==> src/rtl/alu_pkg.sv <==
// alu_pkg: shared definitions for the ALU execution path.
//   aluop_t     - 4-bit operation code driven by the controller on aluop
//   alu_state_t - state of the iterative ALU sequencer (visible on dbg_state)
//   XLEN_DEF    - default operand/result width
//   is_shift()  - true for SLL/SRL/SRA, the ops that iterate one bit per cycle
package alu_pkg;

    localparam int XLEN_DEF = 32;

    typedef enum logic [3:0] {
        OP_ADD  = 4'b0000,
        OP_SUB  = 4'b0001,
        OP_SLT  = 4'b0011,
        OP_SLTU = 4'b0100,
        OP_XOR  = 4'b0101,
        OP_SLL  = 4'b0110,
        OP_SRL  = 4'b0111,
        OP_SRA  = 4'b1000,
        OP_OR   = 4'b1001,
        OP_AND  = 4'b1010
    } aluop_t;

    typedef enum logic [1:0] {
        S_IDLE  = 2'd0,
        S_SHIFT = 2'd1,
        S_DONE  = 2'd2
    } alu_state_t;

    function automatic logic is_shift(input logic [3:0] op);
        return (op == OP_SLL) || (op == OP_SRL) || (op == OP_SRA);
    endfunction

endpackage

==> src/rtl/alu_single_cycle.sv <==
// alu_single_cycle: combinational ADD/SUB/SLT/SLTU/XOR/OR/AND.
//   i_op     - operation code; shifts and undefined codes yield 0
//   i_opa    - first operand (rs1)
//   i_opb    - second operand (rs2)
//   o_result - result, valid in the same cycle
module alu_single_cycle
    import alu_pkg::*;
#(
    parameter int XLEN = XLEN_DEF
) (
    input  logic [3:0]      i_op,
    input  logic [XLEN-1:0] i_opa,
    input  logic [XLEN-1:0] i_opb,
    output logic [XLEN-1:0] o_result
);

    always_comb begin
        o_result = '0;
        case (i_op)
            OP_ADD:  o_result = i_opa + i_opb;
            OP_SUB:  o_result = i_opa - i_opb;
            OP_SLT:  o_result = {{(XLEN-1){1'b0}}, ($signed(i_opa) < $signed(i_opb))};
            OP_SLTU: o_result = {{(XLEN-1){1'b0}}, (i_opa < i_opb)};
            OP_XOR:  o_result = i_opa ^ i_opb;
            OP_OR:   o_result = i_opa | i_opb;
            OP_AND:  o_result = i_opa & i_opb;
            default: o_result = '0;
        endcase
    end

endmodule

==> src/rtl/alu_iterative.sv <==
// alu_iterative: R-type execution unit. Single-cycle logic/arith/compare ops,
// shifts iterate one bit per cycle. Result is returned with rd and a
// register-file write enable.
//   clk, rst            - clock; asynchronous active-high reset
//   in_valid / in_ready - request handshake
//   aluop, rf_en, rd    - decoded op, writeback enable, destination register
//   opa, opb            - operands; shift amount is opb[SHAMT_W-1:0]
//   out_valid/out_ready - result handshake
//   out_result, out_rd, out_we - registered result, rd, rf_en && rd != 0
//   busy                - sequencer not idle
//   dbg_state           - current sequencer state
//
// Handshake: a transfer happens on a rising edge where valid && ready are
// both high. A producer holds valid and its payload stable until that edge;
// ready may depend combinationally on the consumer's own ready (in_ready
// follows out_ready while a result is waiting, enabling back-to-back ops).
module alu_iterative
    import alu_pkg::*;
#(
    parameter int XLEN    = XLEN_DEF,
    parameter int SHAMT_W = $clog2(XLEN)
) (
    input  logic             clk,
    input  logic             rst,
    input  logic             in_valid,
    output logic             in_ready,
    input  logic [3:0]       aluop,
    input  logic             rf_en,
    input  logic [4:0]       rd,
    input  logic [XLEN-1:0]  opa,
    input  logic [XLEN-1:0]  opb,
    output logic             out_valid,
    input  logic             out_ready,
    output logic [XLEN-1:0]  out_result,
    output logic [4:0]       out_rd,
    output logic             out_we,
    output logic             busy,
    output alu_state_t       dbg_state
);

    alu_state_t        r_state;
    aluop_t            r_op;
    logic [SHAMT_W-1:0] r_cnt;
    logic [XLEN-1:0]   r_result;
    logic [4:0]        r_out_rd;
    logic              r_out_we;
    logic              r_out_valid;

    logic              w_accept;
    logic              w_is_shift;
    logic [SHAMT_W-1:0] w_shamt;
    logic [XLEN-1:0]   w_alu_result;
    logic [XLEN-1:0]   w_shift_next;

    assign in_ready   = (r_state == S_IDLE) || ((r_state == S_DONE) && out_ready);
    assign w_accept   = in_valid && in_ready;
    assign w_is_shift = is_shift(aluop);
    assign w_shamt    = opb[SHAMT_W-1:0];

    alu_single_cycle #(.XLEN(XLEN)) u_single (
        .i_op     (aluop),
        .i_opa    (opa),
        .i_opb    (opb),
        .o_result (w_alu_result)
    );

    // While shifting, r_result doubles as the shift register; out_valid is
    // low so its intermediate values are never consumed.
    always_comb begin
        w_shift_next = r_result;
        case (r_op)
            OP_SLL:  w_shift_next = {r_result[XLEN-2:0], 1'b0};
            OP_SRL:  w_shift_next = {1'b0, r_result[XLEN-1:1]};
            OP_SRA:  w_shift_next = {r_result[XLEN-1], r_result[XLEN-1:1]};
            default: w_shift_next = r_result;
        endcase
    end

    always_ff @(posedge clk or posedge rst) begin
        if (rst) begin
            r_state     <= S_IDLE;
            r_op        <= OP_ADD;
            r_cnt       <= '0;
            r_result    <= '0;
            r_out_rd    <= '0;
            r_out_we    <= 1'b0;
            r_out_valid <= 1'b0;
        end else begin
            case (r_state)
                S_IDLE, S_DONE: begin
                    if (w_accept) begin
                        r_out_rd <= rd;
                        r_out_we <= rf_en && (rd != 5'd0);
                        if (w_is_shift && (w_shamt != '0)) begin
                            r_result    <= opa;
                            r_cnt       <= w_shamt;
                            r_op        <= aluop_t'(aluop);
                            r_out_valid <= 1'b0;
                            r_state     <= S_SHIFT;
                        end else begin
                            // A zero-distance shift is just opa.
                            r_result    <= w_is_shift ? opa : w_alu_result;
                            r_out_valid <= 1'b1;
                            r_state     <= S_DONE;
                        end
                    end else if ((r_state == S_DONE) && out_ready) begin
                        r_out_valid <= 1'b0;
                        r_state     <= S_IDLE;
                    end
                end
                S_SHIFT: begin
                    r_result <= w_shift_next;
                    r_cnt    <= r_cnt - SHAMT_W'(1);
                    if (r_cnt == SHAMT_W'(1)) begin
                        r_out_valid <= 1'b1;
                        r_state     <= S_DONE;
                    end
                end
                default: begin
                    r_out_valid <= 1'b0;
                    r_state     <= S_IDLE;
                end
            endcase
        end
    end

    assign out_valid  = r_out_valid;
    assign out_result = r_result;
    assign out_rd     = r_out_rd;
    assign out_we     = r_out_we;
    assign busy       = (r_state != S_IDLE);
    assign dbg_state  = r_state;

endmodule

==> config.mk <==
export PLATFORM = sky130hd
export DESIGN_NAME = alu_iterative
export DESIGN_NICKNAME = d
export VERILOG_FILES = /design/src/rtl/alu_pkg.sv /design/src/rtl/alu_single_cycle.sv /design/src/rtl/alu_iterative.sv
export SDC_FILE = /design/constraint.sdc
export NUM_CORES = 1
export LEC_CHECK = 0
export ABC_CLOCK_PERIOD_IN_PS = 2500
export BUFFER_PORTS_ARGS = -buffer_cell sky130_fd_sc_hd__buf_2
export CAP_MARGIN = 20
export CORE_MARGIN = 10
export CORE_UTILIZATION = 45
export CTS_CLUSTER_DIAMETER = 120
export DETAILED_ROUTE_END_ITERATION = 8
export PLACE_DENSITY = 0.65
export SLEW_MARGIN = 20
export SYNTH_ARGS = -nofsm -noshare
export SYNTH_HDL_FRONTEND = slang
export SYNTH_SLANG_ARGS = --single-unit
export TNS_END_PERCENT = 100
==> constraint.sdc <==
create_clock -name clk -period 2.5 [get_ports clk]
set_clock_uncertainty 0.15 [all_clocks]
set_input_delay 0.125 -clock clk [delete_from_list [all_inputs] [get_ports clk]]
set_output_delay 0.125 -clock clk [all_outputs]
set_load 0.02 [all_outputs]
==> results.md <==
* Diodes inserted at 0
* Cell with the most instances after synthesis: nand2_1
* GR Util All Layers at 25.5%
* WS Path Type: primary input to flip-flop
* Layout fillers at 1480
* Final WS setup at -12.4 ps
* Fmax at 398 MHz
* Crit Path Max Fanout at 3
* Layout cells sized above 1 at 38.7%
* Nets at 1661
* Max Transition Viols Final at 0
* Root buf cell: clkbuf_16
* Commonest register cell after synthesis: dfrtp_1
* Number of global-route vias before repair at 9471
* Routed WL per cell at 19.2 um
* Number of hold-slack violations in the final timing report at 0
* Worst reg2reg path depth at 9
* Critical path origin: opa[0]
* First-pass GRT wire length at 50700 um
* Worst Tran Pin Value at 617 ps
* Ranking of synthesized cells by area: ha_1, dfrtp_1, nand2_1
* Chip height at 154 um
* Reg-to-reg startpoint: dbg_state[0]
* Multi-input logic area at 6830 um^2
* Num rows at 48
* Clock buffer depth at 2
* Grt total ovfl at 0
* Final worst path period share at 100%
* Num CTS Buffers at 5
* Element type at the critical path end: flip-flop
* Slew HR at 58.8%
* Unique cell type count in the Yosys netlist at 93
* Static leakage at 0.00563 uW
* CTS sink cnt at 49
* Initial Util at 46.3%
* Die width at 154 um
* Largest net degree at the start of global routing at 41
* Clk_lat worst skew at 300 ps
* RSZ-0062 raised after global routing: true
* Crit path arrival time at 2580 ps
* P&R area growth vs syn at 46.8%
* Top cell type by total area after synthesis: ha_1
* Residual DRC at 0
* DRT iter0 DRCs at 1106
* TritonCTS clock tree: yes
* Pwr/cell area at 472 nW/um^2
* Initial antenna violation count at 1
* Worst path required time at 2570 ps
* Share of synthesized registers carrying an async set or reset at 100%
* Worst min path class: primary input to flip-flop
* Register area at 1230 um^2
* Period minus WS final at 2510 ps
* Placed wire-length estimate at 25600 um
* Port Buf Inserts at 120
* Worst slack at placement at -612 ps
* Mapped Cells at 1118
* End-of-flow core utilization at 67.9%
* Seq/Total Area, Yosys at 15.2%
* Post-route ant nets at 0
* Vias at 10096
* Synth Net Count at 1303
* Post-Route WL at 32800 um
* Clock H-tree levels at 2
* R2r setup slk at 130 ps
* Worst Setup EP: out_result[26]
* Post-synth EDFFs at 0
* GP Congestion at 0.962
* Hold depth at 4
* Worst-path clk slew at 80 ps
* Max-Cap Viols at 0
* Failing checks: setup timing
* Aggregate negative setup slack at -20.8 ps
* Core ar. at 17500 um^2
* Yosys reg bits at 49
* Synth warnings at 0
* 1st-pass router iterations at 6
* I/O pins at 121
* Mapped cell area at 8090 um^2
* VDD IR max at 0.433 mV
* Top cell type's share of synthesized area at 16.2%
* Worst setup SP type: primary input
* Vias per cell at 5.93
* RR Endpoint: out_result[15]
* Status: finished with violations
* Total die area at 23700 um^2
* Syn avg cell area at 7.24 um^2
* Synth cell count leaders: nand2_1, ha_1, nor2_1
* Final setup fails at 2
layer usage:
layer / GRT usage (%) / vias to the layer above / part of all wire (%)
li1: - / 4776 / -
met4: 7.24 / 0 / 2.3
met3: 2.96 / 56 / 9.0
met5: 0 / - / 0
met1: 35.9 / 4768 / 44
met2: 40.1 / 496 / 45
cells by family (layout without fill, tap and decap cells):
kind of cell | count (synthesis) | after routing | share of synthesized area (%)
compound gates | 394 | 394 | 34.5
simple gates | 377 | 377 | 22.3
buf+inv | 169 | 528 | 8.75
fa+ha+maj | 107 | 107 | 16.7
flops | 49 | 49 | 15.2
xor+xnor | 14 | 14 | 1.52
mux | 8 | 8 | 1.10
layout by cell type, fill, tap and decap left out, types with 18 or more instances in the layout:
cell      count
inv_2        21
nor3_1       18
nand3_1      22
nor2_1       91
o21ai_0      81
ha_1         79
ha_4         22
buf_4       285
nand2_1     150
a221oi_1     25
dfrtp_1      49
buf_2       115
a21oi_1      78
inv_1        72
critical path: stages:
cell      delay [ps]
buf_6            100
ha_4             150
fa_2             210
a211oi_2          70
buf_4            140
o211ai_4         220
nand4_1          190
and3b_2          270
o31a_1           330
buf_6            140
o21ai_2          110
xor2_1           230
a221oi_4          90
a311oi_2         180
state kept, by name (all words and copies together) (netlist names):
name,cells
r_op,4
r_cnt,5
out_we,1
out_result,32
out_valid,1
out_rd,5
dbg_state,1
through the flow:
stage,instances,hold WS (ps),total power (uW),cell area (um^2)
finish,1702,30.7,5610,11900
global route,1702,63.1,5970,11900
CTS,1692,29.7,5390,11400
detailed placement,1668,21.8,4560,10800
global placement,1668,17.8,4510,10800
floorplan,1118,80.4,3160,8110
timing repair:
action	CTS	global route
endpoints found under the setup margin	15	23
hold buffers	8	0
endpoints found under the hold margin	26	0
pin swaps	24	54
gates cloned	0	1
buffers inserted	8	10
resized for setup	57	92
cell type report:
class | instances | share of cell area, %
Clock inverter | 3 | 0.211
Sequential cell | 49 | 10.3
Multi-Input combinational cell | 900 | 57.5
Clock buffer | 5 | 1.05
Timing Repair Buffer | 425 | 25.5
Inverter | 95 | 3.05
Tap cell | 225 | 2.37
report_power, final:
| group | internal [uW] | switching, uW |
|---|---|---|
| clock network | 378 | 347 |
| logic | 1520 | 1990 |
| registers | 1060 | 313 |
how the worst min path moves through the flow:
stage               startpoint            to  slack (ps)
floorplan                rd[0]     out_rd[0]          80
global placement           rst  dbg_state[0]          20
detailed placement         rst  dbg_state[0]          20
CTS                  out_ready     out_valid          30
global route         out_ready     out_valid          60
finish               out_ready     out_valid          30
Note: power is estimated with default switching activity, not from simulation.
